<file path="config.mk">
export PLATFORM = sky130hd
export DESIGN_NAME = pdm_pcm_packer
export DESIGN_NICKNAME = d
export VERILOG_FILES = /design/src/rtl/pdm_pkg.sv /design/src/rtl/pdm_pcm_fifo.sv /design/src/rtl/pdm_pcm_packer.sv
export SDC_FILE = /design/constraint.sdc
export NUM_CORES = 1
export LEC_CHECK = 0
export ABC_CLOCK_PERIOD_IN_PS = 3000
export CORE_MARGIN = 4
export CORE_UTILIZATION = 57
export CTS_BUF_LIST = sky130_fd_sc_hd__clkbuf_4 sky130_fd_sc_hd__clkbuf_8 sky130_fd_sc_hd__clkbuf_16
export DETAILED_ROUTE_END_ITERATION = 10
export MAX_ROUTING_LAYER = met4
export PLACE_DENSITY = 0.88
export SETUP_SLACK_MARGIN = 0.4
export SLEW_MARGIN = 20
export SYNTH_ARGS = -nofsm -noshare
export SYNTH_HDL_FRONTEND = slang
export SYNTH_SLANG_ARGS = --single-unit
export TNS_END_PERCENT = 10
</file>
<file path="constraint.sdc">
create_clock -name clk_i -period 3 [get_ports clk_i]
set_clock_uncertainty 0.1 [all_clocks]
set_input_delay 0.6 -clock clk_i [delete_from_list [all_inputs] [get_ports clk_i]]
set_output_delay 0.6 -clock clk_i [all_outputs]
set_load 0.01 [all_outputs]
</file>
<file path="src/rtl/pdm_pkg.sv">
// Shared definitions for the PDM PCM packer.
//   - channel-mode encodings driven on cfg_ch_mode_i
//   - ch_count(): number of time-multiplexed channels per frame for a mode
//   - pdm_fifo_entry_t: one FIFO slot (frame-last flag + 32-bit word)
package pdm_pkg;

  localparam logic [1:0] PDM_MODE_1CH     = 2'd0;
  localparam logic [1:0] PDM_MODE_2CH_RF  = 2'd1;
  localparam logic [1:0] PDM_MODE_2CH_SEP = 2'd2;
  localparam logic [1:0] PDM_MODE_4CH     = 2'd3;

  localparam int PDM_SAMPLE_W = 16;
  localparam int PDM_WORD_W   = 32;

  typedef struct packed {
    logic                  last;
    logic [PDM_WORD_W-1:0] word;
  } pdm_fifo_entry_t;

  function automatic logic [2:0] ch_count(input logic [1:0] mode);
    logic [2:0] n;
    case (mode)
      PDM_MODE_1CH:     n = 3'd1;
      PDM_MODE_2CH_RF:  n = 3'd2;
      PDM_MODE_2CH_SEP: n = 3'd2;
      default:          n = 3'd4;
    endcase
    return n;
  endfunction

endpackage

</file>
<file path="src/rtl/pdm_pcm_fifo.sv">
// Generic synchronous FIFO with flush.
// Ports:
//   clk_i, rstn_i   clock, asynchronous active-low reset
//   flush_i         empties the FIFO (level 0 next cycle)
//   push_i, wdata_i write request and data; accepted when not full, or when
//                   a pop happens in the same cycle
//   pop_i           read request; ignored while empty
//   rdata_o         head entry; while empty it holds the last entry that
//                   left the FIFO (all zeros after reset)
//   full_o, empty_o status flags
//   level_o         number of stored entries
module pdm_pcm_fifo #(
  parameter int DEPTH = 4,
  parameter int WIDTH = 33,
  parameter int LVL_W = $clog2(DEPTH) + 1
) (
  input  logic             clk_i,
  input  logic             rstn_i,
  input  logic             flush_i,
  input  logic             push_i,
  input  logic [WIDTH-1:0] wdata_i,
  input  logic             pop_i,
  output logic [WIDTH-1:0] rdata_o,
  output logic             full_o,
  output logic             empty_o,
  output logic [LVL_W-1:0] level_o
);

  localparam int PTR_W = $clog2(DEPTH);

  logic [WIDTH-1:0] mem_q [DEPTH];
  logic [WIDTH-1:0] mem_d [DEPTH];
  logic [PTR_W-1:0] wr_ptr_q, wr_ptr_d;
  logic [PTR_W-1:0] rd_ptr_q, rd_ptr_d;
  logic [LVL_W-1:0] cnt_q, cnt_d;
  logic [WIDTH-1:0] hold_q, hold_d;
  logic             do_push, do_pop;

  assign empty_o = (cnt_q == '0);
  assign full_o  = (cnt_q == LVL_W'(DEPTH));
  assign level_o = cnt_q;
  assign rdata_o = empty_o ? hold_q : mem_q[rd_ptr_q];

  assign do_pop  = pop_i & ~empty_o;
  // A pop frees the head slot in the same cycle, so a full FIFO can still
  // take a push when it is being read.
  assign do_push = push_i & (~full_o | do_pop);

  always_comb begin
    mem_d    = mem_q;
    wr_ptr_d = wr_ptr_q;
    rd_ptr_d = rd_ptr_q;
    cnt_d    = cnt_q;
    hold_d   = hold_q;

    // Remember whatever leaves the head so rdata_o stays put once empty.
    if ((do_pop || flush_i) && !empty_o) begin
      hold_d = mem_q[rd_ptr_q];
    end

    if (flush_i) begin
      wr_ptr_d = '0;
      rd_ptr_d = '0;
      cnt_d    = '0;
    end else begin
      if (do_push) begin
        mem_d[wr_ptr_q] = wdata_i;
        wr_ptr_d        = wr_ptr_q + PTR_W'(1);
      end
      if (do_pop) begin
        rd_ptr_d = rd_ptr_q + PTR_W'(1);
      end
      case ({do_push, do_pop})
        2'b10:   cnt_d = cnt_q + LVL_W'(1);
        2'b01:   cnt_d = cnt_q - LVL_W'(1);
        default: cnt_d = cnt_q;
      endcase
    end
  end

  always_ff @(posedge clk_i or negedge rstn_i) begin
    if (!rstn_i) begin
      for (int i = 0; i < DEPTH; i++) begin
        mem_q[i] <= '0;
      end
      wr_ptr_q <= '0;
      rd_ptr_q <= '0;
      cnt_q    <= '0;
      hold_q   <= '0;
    end else begin
      mem_q    <= mem_d;
      wr_ptr_q <= wr_ptr_d;
      rd_ptr_q <= rd_ptr_d;
      cnt_q    <= cnt_d;
      hold_q   <= hold_d;
    end
  end

endmodule

</file>
<file path="src/rtl/pdm_pcm_packer.sv">
// Packs the time-multiplexed 16-bit PCM stream into 32-bit words for the
// uDMA RX channel.
// Ports:
//   clk_i, rstn_i    clock, asynchronous active-low reset
//   cfg_en_i         accept input samples when high
//   cfg_update_i     pulse: latch mode/pack, restart channel tracking,
//                    drop a pending half-word and flush the FIFO
//   cfg_ch_mode_i    0=1ch, 1=2ch RF, 2=2ch separate, 3=4ch
//   cfg_pack_i       1=two samples per word, 0=one sign-extended sample
//   cfg_clr_ovf_i    clears overflow_o
//   pcm_data_i/pcm_valid_i  sample stream
//   data_o/data_valid_o/data_ready_i  word stream to the DMA
//   ch_last_o        head word holds the last channel of a frame
//   fifo_lvl_o       FIFO fill level
//   overflow_o       sticky: a completed word was dropped on a full FIFO
module pdm_pcm_packer
  import pdm_pkg::*;
#(
  parameter int FIFO_DEPTH = 4,
  parameter int LVL_WIDTH  = $clog2(FIFO_DEPTH) + 1
) (
  input  logic                 clk_i,
  input  logic                 rstn_i,
  input  logic                 cfg_en_i,
  input  logic                 cfg_update_i,
  input  logic [1:0]           cfg_ch_mode_i,
  input  logic                 cfg_pack_i,
  input  logic                 cfg_clr_ovf_i,
  input  logic [15:0]          pcm_data_i,
  input  logic                 pcm_valid_i,
  output logic [31:0]          data_o,
  output logic                 data_valid_o,
  input  logic                 data_ready_i,
  output logic                 ch_last_o,
  output logic [LVL_WIDTH-1:0] fifo_lvl_o,
  output logic                 overflow_o
);

  logic [1:0]      mode_q, mode_d;
  logic            pack_q, pack_d;
  logic [1:0]      ch_q, ch_d;
  logic            par_q, par_d;
  logic [15:0]     half_q, half_d;
  logic            ovf_q, ovf_d;

  logic [2:0]      n_ch;
  logic            accept, is_last, is_even;
  logic            push, pop, full, empty;
  pdm_fifo_entry_t push_entry, head_entry;

  // Active mode/pack only change at cfg_update_i so a frame is never split
  // across two configurations.
  assign n_ch    = ch_count(mode_q);
  assign accept  = cfg_en_i & pcm_valid_i & ~cfg_update_i;
  assign is_last = ({1'b0, ch_q} == (n_ch - 3'd1));
  // In 1ch mode the counter is stuck at 0, so pairing uses its own toggle.
  assign is_even = (n_ch == 3'd1) ? ~par_q : ~ch_q[0];
  assign pop     = data_valid_o & data_ready_i;

  always_comb begin
    mode_d     = mode_q;
    pack_d     = pack_q;
    ch_d       = ch_q;
    par_d      = par_q;
    half_d     = half_q;
    push       = 1'b0;
    push_entry = '0;

    if (cfg_update_i) begin
      mode_d = cfg_ch_mode_i;
      pack_d = cfg_pack_i;
      ch_d   = '0;
      par_d  = 1'b0;
      half_d = '0;
    end else if (accept) begin
      ch_d  = is_last ? 2'd0 : ch_q + 2'd1;
      par_d = ~par_q;
      if (pack_q) begin
        if (is_even) begin
          half_d = pcm_data_i;
        end else begin
          push            = 1'b1;
          push_entry.last = is_last;
          push_entry.word = {pcm_data_i, half_q};
        end
      end else begin
        push            = 1'b1;
        push_entry.last = is_last;
        push_entry.word = {{16{pcm_data_i[15]}}, pcm_data_i};
      end
    end
  end

  // Set has priority over clear.
  assign ovf_d = (push & full & ~pop) | (ovf_q & ~cfg_clr_ovf_i);

  always_ff @(posedge clk_i or negedge rstn_i) begin
    if (!rstn_i) begin
      mode_q <= PDM_MODE_1CH;
      pack_q <= 1'b0;
      ch_q   <= '0;
      par_q  <= 1'b0;
      half_q <= '0;
      ovf_q  <= 1'b0;
    end else begin
      mode_q <= mode_d;
      pack_q <= pack_d;
      ch_q   <= ch_d;
      par_q  <= par_d;
      half_q <= half_d;
      ovf_q  <= ovf_d;
    end
  end

  pdm_pcm_fifo #(
    .DEPTH (FIFO_DEPTH),
    .WIDTH ($bits(pdm_fifo_entry_t)),
    .LVL_W (LVL_WIDTH)
  ) u_fifo (
    .clk_i   (clk_i),
    .rstn_i  (rstn_i),
    .flush_i (cfg_update_i),
    .push_i  (push),
    .wdata_i (push_entry),
    .pop_i   (pop),
    .rdata_o (head_entry),
    .full_o  (full),
    .empty_o (empty),
    .level_o (fifo_lvl_o)
  );

  assign data_o       = head_entry.word;
  assign ch_last_o    = head_entry.last;
  assign data_valid_o = ~empty;
  assign overflow_o   = ovf_q;

endmodule

</file>
==> results.sh <==
export IMPL_firstDrtPassIters=5
export IMPL_synth_nets=680
export IMPL_synth_top_cell_by_area="dfrtp_1"
export IMPL_place_congestion=0.809
export IMPL_total_leakage_power_nw=5.10
export IMPL_worstPathArrival_ns=2.18
export IMPL_required_ns=2.30
export IMPL_period_share=0.959
export IMPL_grt_max_degree=66
export IMPL_initial_utilization=0.582
export IMPL_yosys_area_top_type_share=0.552
export IMPL_critPathMaxStageDelay_ns=0.51
export IMPL_hold_viol=0
export IMPL_hold_path_class="input port to async pin"
export IMPL_dr_first_iter_drc_count=539
export IMPL_clockRootBuffer="clkbuf_16"
export IMPL_fp_row_count=45
export IMPL_synth_warnings=0
export IMPL_synthTopCellsByArea="dfrtp_1 55%, mux2_2 19%, mux4_2 8.4%"
export IMPL_area_growth_synth_to_final_pct=20.5
export IMPL_slew_viol_final=0
export IMPL_status="finished, final reports clean"
export IMPL_fmax_ghz=0.347
export IMPL_die_h_um=133
export IMPL_maxCapViolCount=0
export IMPL_crit_chain="buf_6 -> buf_6 -> buf_16 -> mux4_2 -> mux2_2 -> buf_2"
export IMPL_htreeDepth=4
export IMPL_drive_above_1_share=0.395
export IMPL_numCtsBuffers=17
export IMPL_seq_area_frac_synth=0.552
export IMPL_drc=0
export IMPL_cts_tree="built"
export IMPL_use_met2=0.400
export IMPL_grt_pass1_wl_mm=32.9
export IMPL_core_area_mm2=0.0152
export IMPL_critPathKind="flop to primary output"
export IMPL_final_cell_mix="193 x dfrtp_1, 140 x mux2_2, 50 x nand2_1, 47 x o21ai_0, 33 x mux4_2"
export IMPL_io_buffers=63
export IMPL_reg2regPathDepth=6
export IMPL_antenna_cells=0
export IMPL_fin_hold_ws_ns=0.0448
export IMPL_p_total_mw=8.15
export IMPL_wl_per_cell_um=21.8
export IMPL_ir_worst_vdd_mv=0.497
export IMPL_clock_path_buffers=2
export IMPL_path_common_cell="buf_6"
export IMPL_clk_pin_slew_ns=0.06
export IMPL_dpl_cell_area_mm2=0.00983
export IMPL_tightest_slew_ns=0.874
export IMPL_syn_cell_area_mm2=0.00885
export IMPL_crit_family="multiplexers"
export IMPL_clock_latency_ns=0.44
export IMPL_syn_avg_cell_area_um2=13.6
export IMPL_top_usage_layer="met2"
export IMPL_grt_pass1_vias=6096
export IMPL_antenna_left=0
export IMPL_end_kind="primary output"
export IMPL_grt_overflow=0
export IMPL_synth_cells=649
export IMPL_power_density_mw_per_mm2=764
export IMPL_critPathLaunchType="flop"
export IMPL_regArea_mm2=0.00488
export IMPL_nNetsFinal=756
export IMPL_dieArea_mm2=0.0176
export IMPL_cp_depth=6
export IMPL_multi_input_area_mm2=0.00380
export IMPL_wl_mm=20.2
export IMPL_fin_setup_tns_ns=0
export IMPL_ios=64
export IMPL_cp_max_fo=5
export IMPL_antenna_found_initial=0
export IMPL_num_fill_cells=963
export IMPL_use_met1=0.311
export IMPL_hold_buffers=0
export IMPL_cp_slowest_cell="mux4_2"
export IMPL_met3_usage=0.0422
export IMPL_fin_crit_ns=2.88
export IMPL_rsz0062_at_grt="true"
export IMPL_die_w_um=133
export IMPL_final_cell_area_mm2=0.0107
export IMPL_final_common_cell="dfrtp_1"
export IMPL_synth_seq_cells=195
export IMPL_numClockSinks=195
export IMPL_relSlewSlack=0.417
export IMPL_via_count=5741
export IMPL_finalSetupViolations=0
export IMPL_vias_per_cell=6.21
export IMPL_dp_hpwl_mm=12.3
export IMPL_grt_usage=0.248
export IMPL_synth_cell_types=34
export IMPL_timing_critical_path_buf_inv=4
==> kinds of logic after synthesis <==
kind of cell / Yosys count / synth area share
AO/OA/AOI/OAI: 94 / 0.0648
buffers and inverters: 61 / 0.0270
multiplexers: 204 / 0.299
adder cells (fa/ha/maj): 5 / 0.00792
XOR/XNOR: 7 / 0.00693
flip-flops: 195 / 0.552
AND/OR/NAND/NOR: 83 / 0.0427
==> state kept, by name, summed over array words and instances, names as in the netlist <==
| name | flops |
|---|---|
| overflow_o | 1 |
| par_q | 1 |
| pack_q | 1 |
| u_fifo.mem_q | 132 |
| u_fifo.wr_ptr_q | 2 |
| half_q | 16 |
| u_fifo.rd_ptr_q | 2 |
| mode_q | 2 |
| u_fifo.hold_q | 33 |
| ch_q | 2 |
| u_fifo.level_o | 3 |
==> what timing repair did <==
action | CTS | global route
buffers inserted | 8 | 2
resized for setup | 135 | 15
cloned | 5 | 0
setup endpoints to repair | 34 | 82
==> worst paths after layout <==
kind                                                  to                      startpoint  slack [ns]
hold / removal              u_fifo.mem_q[68]$_DFFE_PN0P_                          rstn_i        0.04
hold reg to reg            u_fifo.mem_q[104]$_DFFE_PN0P_   u_fifo.mem_q[104]$_DFFE_PN0P_        0.38
setup reg to reg            u_fifo.mem_q[53]$_DFFE_PN0P_           mode_q[1]$_DFFE_PN0P_        0.43
min in group clk_i         u_fifo.mem_q[104]$_DFFE_PN0P_   u_fifo.mem_q[104]$_DFFE_PN0P_        0.38
setup / recovery                              data_o[24]  u_fifo.rd_ptr_q[0]$_DFFE_PN0N_        0.12
max in group asynchronous  u_fifo.mem_q[117]$_DFFE_PN0P_                          rstn_i        1.98
==> cell usage after synthesis <==
cell        n
a21oi_1    21
a22o_1     16
a311o_1     1
a311oi_4    1
a31oi_1     1
and2_1      1
and3_1      1
buf_1       6
buf_2       8
clkbuf_1   27
dfrtp_1   195
fa_1        1
ha_1        4
inv_1      20
mux2_2    153
mux2i_1    18
mux4_2     33
nand2_1    50
nand3_1     2
nand3_2     4
nor2_1     13
nor3_1      5
nor3b_1     3
o21a_1      1
o21ai_0    47
o21ai_1     1
o21ai_2     1
o22ai_1     1
o31ai_1     3
or3_1       2
or3b_1      1
or4b_2      1
xnor2_1     3
xor2_1      4
==> cell type report <==
type | instances | area share
Clock buffer | 25 | 0.0490
Clock inverter | 6 | 0.00422
Inverter | 20 | 0.00704
Multi-Input combinational cell | 393 | 0.356
Sequential cell | 195 | 0.458
Tap cell | 188 | 0.0221
Timing Repair Buffer | 98 | 0.104
==> through the flow <==
stage | setup WS, ns | std cells | utilization
final | 0.122 | 925 | 0.702
after global routing | 0.0633 | 925 | 0.702
after CTS | 0.136 | 923 | 0.697
after detailed placement | 0.0728 | 879 | 0.647
after global placement | 0.188 | 879 | 0.647
after floorplan | 0.217 | 649 | -
==> layer usage <==
metal | vias to the layer above | routed length (um)
met5 | - | 0
met4 | 0 | 665
met3 | 56 | 880
met2 | 168 | 10400
met1 | 3014 | 8210
li1 | 2503 | -
==> power breakdown <==
part	internal [mW]	leakage (nW)	switching [mW]
Clock	1.21	0.275	0.965
Combinational	1.63	2.15	1.24
Sequential	2.92	2.67	0.184
(Power assumes the default switching activity.)
==> patch, RTL diff (config.mk and constraints unchanged) <==
Set the parameter `FIFO_DEPTH` to 8 (it was 4).
--- a/src/rtl/pdm_pcm_packer.sv
+++ b/src/rtl/pdm_pcm_packer.sv
@@ -16,7 +16,7 @@
 module pdm_pcm_packer
   import pdm_pkg::*;
 #(
-  parameter int FIFO_DEPTH = 4,
+  parameter int FIFO_DEPTH = 8,
   parameter int LVL_WIDTH  = $clog2(FIFO_DEPTH) + 1
 ) (
   input  logic                 clk_i,
Ports: changed (resized fifo_lvl_o); port bits go from 64 to 65. The function was not compared with the original's and may differ.
==> patch against the unedited design <==
Synthesized area is 73% higher. Sequential cell count is 135 higher. Worst setup slack worse by 310 ps. Power rose by 81%. Cell area increased by 87%. Worst hold slack better by 360 ps. Wire length grew 130%. The flow now finishes with violations (setup timing). Sequential share of layout area is 4.2 points lower.
==> patch: results (changes against the unedited design) <==
| Metric | Value |
|---|---|
| Hold_buf cts | `1 (+1)` |
| Failing checks | `setup timing` |
| Worst Path Max Fanout | `7 (+2)` |
| Number of distinct library cells after synthesis | `46 (+35%)` |
| Synth Area in XOR/XNOR | `0.516% (-0.18 points)` |
| Top cells by count, synth | `dfrtp_1 (330), mux2_2 (252), nor2_1 (93), a21oi_1 (89), mux4_2 (66)` |
| Status | `finished with violations` |
| Switching share of power | `33.8% (+4.5 points)` |
| Post-DP Area | `16,700 sq um (+70%)` |
| Max incr delay on CP | `560 ps (+50 ps)` |
| CTS H-tree lvls | `2 (-2)` |
| Share of layout cells above drive strength 1 | `49.8% (+10 points)` |
| Post-synthesis mux area share | `32.9% (+3.0 points)` |
| HPWL Detailed | `21.5 mm (+74%)` |
| CTS Buffer Depth | `3 (+1)` |
| Vias | `10,800 (+89%)` |
| FF-to-FF Start | `u_fifo.level_o[1]$_DFFE_PN0P_` |
| Min setup slack post-route | `-189 ps (-311 ps)` |
| Number of CTS-inserted buffers | `35 (+18)` |
| Net switching power | `4.98 mW (+110%)` |
| Net Count, Synth | `1,109 (+63%)` |
| Worst min-delay path class | `reg2reg` |
| Post-synthesis sequential area ratio | `54.0% (-1.1 points)` |
| Final setup violation count | `32 (+32)` |
| Gp weighted congestion | `0.846 (+4.5%)` |
| Post-synthesis compound-gate area fraction | `4.53% (-1.9 points)` |
patch: changes by cell type after synthesis, sizes merged, moves of 23 or more:
cell / before / now
dfrtp: 195 / 330
mux2: 153 / 270
nor2: 13 / 93
a21oi: 21 / 89
o21ai: 49 / 1
mux4: 33 / 66
mux2i: 18 / 50
buf: 14 / 37
patch: cell type report:
class                           instances  area, sq um  area share, %
Sequential cell                       330         8270           41.6
Clock inverter                         12          150          0.755
Timing Repair Buffer                  205         2210           11.1
Clock buffer                           49         1040           5.24
Inverter                                1         3.75         0.0189
Multi-Input combinational cell        669         7790           39.2
Tap cell                              335          419           2.11
patch: per-stage QoR:
stage          utilization, %  instances  hold WS, ps
2_1_floorplan               -       1079          204
3_3_place_gp             63.9       1466          364
3_5_place_dp             63.9       1466          377
4_1_cts                  72.9       1592          390
5_1_grt                  75.9       1601          412
6_report                 75.9       1601          407
patch: worst max-delay path by stage:
stage                               endpoint  depth (start not counted)
6_report                          data_o[17]                          7
3_5_place_dp   u_fifo.level_o[3]$_DFFE_PN0P_                          8
5_1_grt                           data_o[17]                          7
4_1_cts                           data_o[20]                          7
3_3_place_gp   u_fifo.level_o[3]$_DFFE_PN0P_                          8
2_1_floorplan  u_fifo.mem_q[200]$_DFFE_PN0P_                          7
patch: logic make-up (layout without fill, tap and decap cells):
family | Yosys count | count (layout)
buffers and inverters | 80 | 267
AOI/OAI and AO/OA | 117 | 117
DFF | 330 | 330
adders and majority gates | 4 | 4
muxes | 386 | 386
and+or+nand+nor | 153 | 153
xor gates and xnor gates | 9 | 9
patch: per-layer routing:
metal | wire length (microns) | up-vias | track usage, %
met5 | 0 | - | -
met4 | 2190 | 0 | 12.8
met3 | 2860 | 177 | 4.64
met2 | 24000 | 637 | 49.8
met1 | 17800 | 5773 | 36.8
li1 | - | 4259 | -
